## config.mk

```make
export PLATFORM = sky130hd
export DESIGN_NAME = conv1d_window_gen
export DESIGN_NICKNAME = d
export VERILOG_FILES = /design/src/rtl/conv1d_pkg.sv /design/src/rtl/conv1d_tap_shreg.sv /design/src/rtl/conv1d_window_gen.sv
export SDC_FILE = /design/constraint.sdc
export NUM_CORES = 1
export LEC_CHECK = 0
export ABC_AREA = 1
export BUFFER_PORTS_ARGS = -buffer_cell sky130_fd_sc_hd__buf_2
export CAP_MARGIN = 30
export CORE_AREA = 8 8 128 130
export DETAILED_ROUTE_END_ITERATION = 10
export DIE_AREA = 0 0 136 138
export PLACE_DENSITY_LB_ADDON = 0.12
export SLEW_MARGIN = 20
export SYNTH_ARGS = -nofsm -noshare
export SYNTH_HDL_FRONTEND = slang
export SYNTH_SLANG_ARGS = --single-unit
```

## constraint.sdc

```tcl
create_clock -name clk -period 2.2 [get_ports clk]
set_input_delay 0.11 -clock clk [delete_from_list [all_inputs] [get_ports clk]]
set_output_delay 0.11 -clock clk [all_outputs]
set_load 0.005 [all_outputs]
```

## src/rtl/conv1d_pkg.sv

```systemverilog
// Shared constants, sizing functions and FSM state type for the 1-D convolution
// window generator.
package conv1d_pkg;

  typedef enum logic [1:0] {
    PAD_L = 2'd0,
    DATA  = 2'd1,
    PAD_R = 2'd2
  } state_t;

  function automatic int span_of(int kernel_size, int dilation);
    return (kernel_size - 1) * dilation + 1;
  endfunction

  function automatic int l_pad_of(int seq_len, int padding);
    return seq_len + 2 * padding;
  endfunction

  function automatic int l_out_of(int seq_len, int padding, int kernel_size,
                                  int dilation, int stride);
    return (l_pad_of(seq_len, padding) - span_of(kernel_size, dilation)) / stride + 1;
  endfunction

  function automatic bit span_fits(int kernel_size, int dilation, int seq_len,
                                   int padding);
    return span_of(kernel_size, dilation) <= l_pad_of(seq_len, padding);
  endfunction

endpackage

```

## src/rtl/conv1d_tap_shreg.sv

```systemverilog
// SPAN-deep sample shift register with enable and sync clear; exposes the
// dilated taps of the window that includes the sample being pushed this cycle.
module conv1d_tap_shreg
  import conv1d_pkg::*;
#(
  parameter int DATA_W      = 32,
  parameter int KERNEL_SIZE = 3,
  parameter int DILATION    = 1,
  parameter int SPAN        = span_of(KERNEL_SIZE, DILATION)
) (
  input  logic                          clk,
  input  logic                          clr_i,
  input  logic                          en_i,
  input  logic [DATA_W-1:0]             din_i,
  output logic [KERNEL_SIZE*DATA_W-1:0] taps_o
);

  // The incoming sample is the newest tap, so only SPAN-1 older words are stored.
  logic [DATA_W-1:0] view [SPAN];

  if (SPAN > 1) begin : g_hist
    logic [DATA_W-1:0] hist_q [SPAN-1];

    always_ff @(posedge clk) begin
      if (clr_i) begin
        for (int i = 0; i < SPAN - 1; i++) hist_q[i] <= '0;
      end else if (en_i) begin
        for (int i = 0; i < SPAN - 1; i++) hist_q[i] <= view[i+1];
      end
    end

    always_comb begin
      for (int i = 0; i < SPAN - 1; i++) view[i] = hist_q[i];
      view[SPAN-1] = din_i;
    end
  end else begin : g_nohist
    always_comb view[0] = din_i;
  end

  always_comb begin
    for (int k = 0; k < KERNEL_SIZE; k++) taps_o[k*DATA_W +: DATA_W] = view[k*DILATION];
  end

endmodule

```

## src/rtl/conv1d_window_gen.sv

```systemverilog
// Turns a serial sample stream into parallel convolution windows with zero
// padding, dilation and stride; one window per valid/ready beat.
module conv1d_window_gen
  import conv1d_pkg::*;
#(
  parameter int DATA_W      = 32,
  parameter int KERNEL_SIZE = 3,
  parameter int STRIDE      = 1,
  parameter int PADDING     = 0,
  parameter int DILATION    = 1,
  parameter int SEQ_LEN     = 16
) (
  input  logic                          clk,
  input  logic                          rst,
  input  logic                          in_valid,
  output logic                          in_ready,
  input  logic [DATA_W-1:0]             in_data,
  output logic                          out_valid,
  input  logic                          out_ready,
  output logic [KERNEL_SIZE*DATA_W-1:0] out_window,
  output logic                          out_last
);

  localparam int SPAN  = span_of(KERNEL_SIZE, DILATION);
  localparam int LPAD  = l_pad_of(SEQ_LEN, PADDING);
  localparam int LOUT  = l_out_of(SEQ_LEN, PADDING, KERNEL_SIZE, DILATION, STRIDE);
  localparam int P_W   = $clog2(LPAD + 1);
  localparam int PH_W  = $clog2(STRIDE + 1);
  localparam int WC_W  = $clog2(LOUT + 1);

  localparam logic [P_W-1:0]  P_LAST      = P_W'(LPAD - 1);
  localparam logic [P_W-1:0]  P_LPAD_END  = P_W'(PADDING - 1);
  localparam logic [P_W-1:0]  P_DATA_END  = P_W'(PADDING + SEQ_LEN - 1);
  localparam logic [P_W-1:0]  P_FIRST_WIN = P_W'(SPAN - 1);
  localparam logic [PH_W-1:0] PH_LAST     = PH_W'(STRIDE - 1);
  localparam logic [WC_W-1:0] WC_END      = WC_W'(LOUT);
  localparam logic [WC_W-1:0] WC_LAST     = WC_W'(LOUT - 1);

  if (!span_fits(KERNEL_SIZE, DILATION, SEQ_LEN, PADDING)) begin : g_bad_cfg
    $error("conv1d_window_gen: window span exceeds padded sequence length");
  end

  state_t                    state_q, state_d, st;
  logic [P_W-1:0]            p_q, p_d;
  logic [PH_W-1:0]           ph_q, ph_d;
  logic [WC_W-1:0]           win_q, win_d;
  logic                      ovalid_q, ovalid_d;
  logic                      olast_q, olast_d;
  logic [KERNEL_SIZE*DATA_W-1:0] owin_q, owin_d;
  logic                      adv_ok, adv, emit, wrap;
  logic [DATA_W-1:0]         push;
  logic [KERNEL_SIZE*DATA_W-1:0] taps;

  always_comb begin
    // With no padding, PAD_L is a zero-length state and behaves as DATA.
    st = state_q;
    if (state_q == PAD_L && PADDING == 0) st = DATA;
    adv_ok   = !ovalid_q || out_ready;
    in_ready = 1'b0;
    adv      = 1'b0;
    push     = '0;
    state_d  = state_q;
    case (st)
      PAD_L: begin
        adv = adv_ok;
        if (adv && p_q == P_LPAD_END) state_d = DATA;
      end
      DATA: begin
        in_ready = adv_ok && !rst;
        adv      = in_valid && adv_ok;
        push     = in_data;
        if (adv && p_q == P_DATA_END) state_d = (PADDING == 0) ? PAD_L : PAD_R;
      end
      PAD_R: begin
        adv = adv_ok;
        if (adv && p_q == P_LAST) state_d = PAD_L;
      end
      default: state_d = PAD_L;
    endcase

    wrap  = adv && (p_q == P_LAST);
    emit  = adv && (p_q >= P_FIRST_WIN) && (ph_q == '0) && (win_q != WC_END);
    p_d   = wrap ? '0 : (adv ? p_q + P_W'(1) : p_q);
    ph_d  = ph_q;
    if (wrap) ph_d = '0;
    else if (adv && p_q >= P_FIRST_WIN) ph_d = (ph_q == PH_LAST) ? '0 : ph_q + PH_W'(1);
    win_d = wrap ? '0 : (emit ? win_q + WC_W'(1) : win_q);

    ovalid_d = ovalid_q;
    olast_d  = olast_q;
    owin_d   = owin_q;
    if (emit) begin
      ovalid_d = 1'b1;
      owin_d   = taps;
      olast_d  = (win_q == WC_LAST);
    end else if (out_ready) begin
      ovalid_d = 1'b0;
      olast_d  = 1'b0;
    end
  end

  always_ff @(posedge clk) begin
    if (rst) begin
      state_q  <= PAD_L;
      p_q      <= '0;
      ph_q     <= '0;
      win_q    <= '0;
      ovalid_q <= 1'b0;
      olast_q  <= 1'b0;
      owin_q   <= '0;
    end else begin
      state_q  <= state_d;
      p_q      <= p_d;
      ph_q     <= ph_d;
      win_q    <= win_d;
      ovalid_q <= ovalid_d;
      olast_q  <= olast_d;
      owin_q   <= owin_d;
    end
  end

  conv1d_tap_shreg #(
    .DATA_W      (DATA_W),
    .KERNEL_SIZE (KERNEL_SIZE),
    .DILATION    (DILATION),
    .SPAN        (SPAN)
  ) u_shreg (
    .clk    (clk),
    .clr_i  (rst || wrap),
    .en_i   (adv),
    .din_i  (push),
    .taps_o (taps)
  );

  assign out_valid  = ovalid_q;
  assign out_last   = olast_q;
  assign out_window = owin_q;

endmodule

```

==> flow_metrics.tcl <==
set metrics [dict create \
    routabilityCongestion 0.818 \
    die_h_um 138 \
    cts_tree "built" \
    synth.area.top_cells "dfxtp_1 31%, edfxtp_1 27%, nor2_1 13%, nand2_1 6.1%, nand3_1 5.2%" \
    die_area_mm2 0.0188 \
    critPathKind "reg -> reg" \
    status "finished clean" \
    antenna_left 0 \
    crit_path_top_delay_cell "dlygate4sd3_1" \
    cp-start-kind "flop" \
    dpl.cell_count 1097 \
    synth_compound_area_share_pct 0.695 \
    viasPerCell 4.76 \
    crit_fanout 28 \
    clockPowerShare_pct 38.3 \
    synth_cells 815 \
    ys_seq_area_share_pct 57.9 \
    crit_top_cell "inv_1" \
    area.growth.synth_to_final_pct 19.6 \
    netlist_area_mm2 0.00702 \
    h-tree-depth 4 \
    vias 5404 \
    setup_tns_ns 0 \
    post_cts_buffers 0 \
    hold_violations 0 \
    p_per_area_mw_per_mm2 898 \
    synthDominantCellAreaShare_pct 30.5 \
    diodes 0 \
    syn_nets 857 \
    tightest_slew_ns 0.792 \
    grt_util_all_layers_pct 17.7 \
    p_leak_uw 0.00395 \
    power_switching_uw 1890 \
    synth_cell_types 26 \
    critical_path.top_delay_family "buffers and inverters" \
    skew_ns 0.0101 \
    dp_hpwl_mm 10.9 \
    synth-xor-area-share_pct 0.125 \
    place.port_buffers 134 \
    worstHoldPathType "in -> reg" \
    clk-insertion-delay-late_ns 0.43 \
    cts_buffers 17 \
    power_frac_seq_pct 48.6 \
    instances_no_fill 1135 \
    antenna_found_initial 0 \
    slowest_delay_ns 0.55 \
    synthSimpleGateAreaFrac_pct 31.0 \
    clk_root_buffer_cell "clkbuf_16" \
    initial_utilization_pct 49.0 \
    nets 980 \
    synthAdderAreaFrac_pct 1.07 \
    crit_buf_inv 4 \
    swShare_pct 25.1 \
    cts_buffer_depth 2 \
    clock-sinks 171 \
    synth_mux_area_share_pct 0 \
    routed_wl_mm 16.4 \
    drive_gt1_share_pct 22.7 \
    finalSetupViolCount 0 \
    synth-seq-cells 171 \
    synth_top_area_cell "dfxtp_1" \
    chipWidth_um 136 \
    grt_pass1_vias 5163 \
    grt_max_degree 74 \
    firstDrtPassIters 5 \
    rsz0062_at_grt "false" \
    p_int_uw 5650 \
    ios 135 \
    critPathRequiredTime_ns 2.57 \
    slew_headroom_pct 47.2 \
    yosysWarnings 0 \
    worstPathCellList "inv_1 > ha_1 > inv_1 > nor2_2 > nor2_4 > buf_6 > nand3_1 > a21oi_1 > dlygate4sd3_1" \
    ir_drop_mv 0.571 \
    cp.arrival_ns 2.41 \
    clkTransAtPathRegs_ns 0.06 \
    syn_area_per_cell_um2 8.61 \
    rrSetupSlack_ns 0.16 \
    rows 44 \
    max_freq_mhz 490 \
    drc_errors 0 \
    grt_overflow 0 \
    grt_pass1_wl_mm 26.8 \
    final.min_clock_period_ns 2.04 \
    p_comb_share_pct 13.1 \
    synth_top_family_by_area "simple AND/OR/NAND/NOR gates" \
    drt_iter0_markers 369 \
    post-route-period-util_pct 92.8 \
    endpoint_kind "flop" \
    slew_violations 0 \
    core_region_area_mm2 0.0143 \
    drv_cap 0 \
    routedWlPerCell_um 14.4 \
]
-- cell type report --
class | instances | area [um^2]
inverters | 85 | 327
flip-flops and latches | 171 | 4070
fillers | 1345 | 5920
clock buffers | 23 | 469
well taps | 184 | 230
repair buffers | 152 | 875
multi-input cells | 511 | 2330
clock inverters | 9 | 96.3
-- synth_stat cells, drive strengths merged --
| library cell | n |
|---|---|
| nand2 | 118 |
| o21ai | 3 |
| inv | 85 |
| buf | 45 |
| edfxtp | 64 |
| nand3 | 73 |
| clkbuf | 3 |
| a21oi | 6 |
| ha | 6 |
| nand3b | 32 |
| dfxtp | 107 |
| nand4 | 1 |
| xor2 | 1 |
| nor3 | 1 |
| nor2 | 270 |
-- power by group through the flow --
stage / Sequential [uW] / Clock, uW / Combinational (uW)
2_1_floorplan: 3730 / 0 / 645
3_3_place_gp: 3720 / 0 / 992
3_5_place_dp: 3730 / 0 / 994
4_1_cts: 3660 / 2950 / 1000
5_1_grt: 3690 / 3060 / 1120
6_report: 3660 / 2890 / 989
-- kinds of logic (layout without fill, tap and decap cells) --
family / count (synthesis) / after routing
xor+xnor: 1 / 1
flops: 171 / 171
fa+ha+maj: 6 / 6
simple gates: 495 / 495
buf+inv: 133 / 269
compound gates: 9 / 9
-- per-stage QoR --
step                      hold WS [ns]  power, uW  setup WS [ns]  cell area [um^2]  util, %
final                           0.0113       7540          0.159              8400     58.7
after global routing            0.0191       7880         0.0241              8400     58.7
after CTS                      0.00175       7610         0.0302              8380     58.6
after detailed placement         0.375       4720          0.159              7760     54.2
after global placement           0.376       4720          0.294              7760     54.2
after floorplan                  0.179       4370         0.0741              7030        -
-- worst register-to-register path, stage by stage (launching register included) --
cell and delay (ns):
dfxtp_2 0.39, inv_1 0.06, ha_1 0.19, inv_1 0.07, nor2_2 0.05, nor2_4 0.17
buf_6 0.25, nand3_1 0.11, a21oi_1 0.15, dlygate4sd3_1 0.55
-- worst paths after layout --
kind	from	end	cells after the start
max reg2reg	win_q[0]	out_last	9
min	in_data[31]	u_shreg.g_hist.hist_q[1][31]	3
min reg2reg	out_window[40]	out_window[40]	2
max	win_q[0]	out_last	9
-- cells in the final DEF, fill, tap and decap left out, types with 2 or more instances in the layout --
| cell | Yosys | routed |
|---|---|---|
| a21oi_1 | 6 | 6 |
| buf_12 | 0 | 4 |
| nor2_2 | 32 | 33 |
| inv_4 | 1 | 2 |
| clkbuf_16 | 0 | 18 |
| inv_2 | 3 | 2 |
| nand3b_1 | 32 | 32 |
| bufinv_16 | 0 | 2 |
| o21ai_0 | 2 | 2 |
| clkinv_2 | 0 | 4 |
| clkinv_1 | 0 | 2 |
| clkbuf_1 | 3 | 5 |
| buf_4 | 7 | 7 |
| inv_1 | 81 | 80 |
| clkinvlp_4 | 0 | 2 |
| nand2_4 | 2 | 2 |
| ha_1 | 6 | 6 |
| edfxtp_1 | 64 | 64 |
| nand2_1 | 115 | 115 |
| dfxtp_1 | 107 | 106 |
| nor2_1 | 237 | 236 |
| buf_2 | 19 | 134 |
| nand3_1 | 73 | 72 |
| dlygate4sd3_1 | 0 | 6 |
-- flip-flops by register name, summed over array words and instances, names as in the netlist --
| name | count |
|---|---|
| out_valid | 1 |
| u_shreg.g_hist.hist_q | 64 |
| p_q | 5 |
| out_last | 1 |
| out_window | 96 |
| win_q | 4 |
-- routing by layer --
layer  routed length [um]  up-vias  share of wire [%]  global-route usage [%]
li1                     -     2769                  -                       -
met1                 7910     2477                 48                    24.9
met2                 7160      144                 44                    25.3
met3                 1110       14                6.8                    5.14
met4                  170        0                1.0                    6.07
met5                    0        -                  0                       0
-- repair_timing --
item / 4_1_cts / 5_1_grt
hold buffers: 6 / 0
endpoints found under the setup margin: 0 / 32
hold endpoints to repair: 5 / 0
resized for setup: 0 / 3
Note: power is estimated with default switching activity, not from simulation.
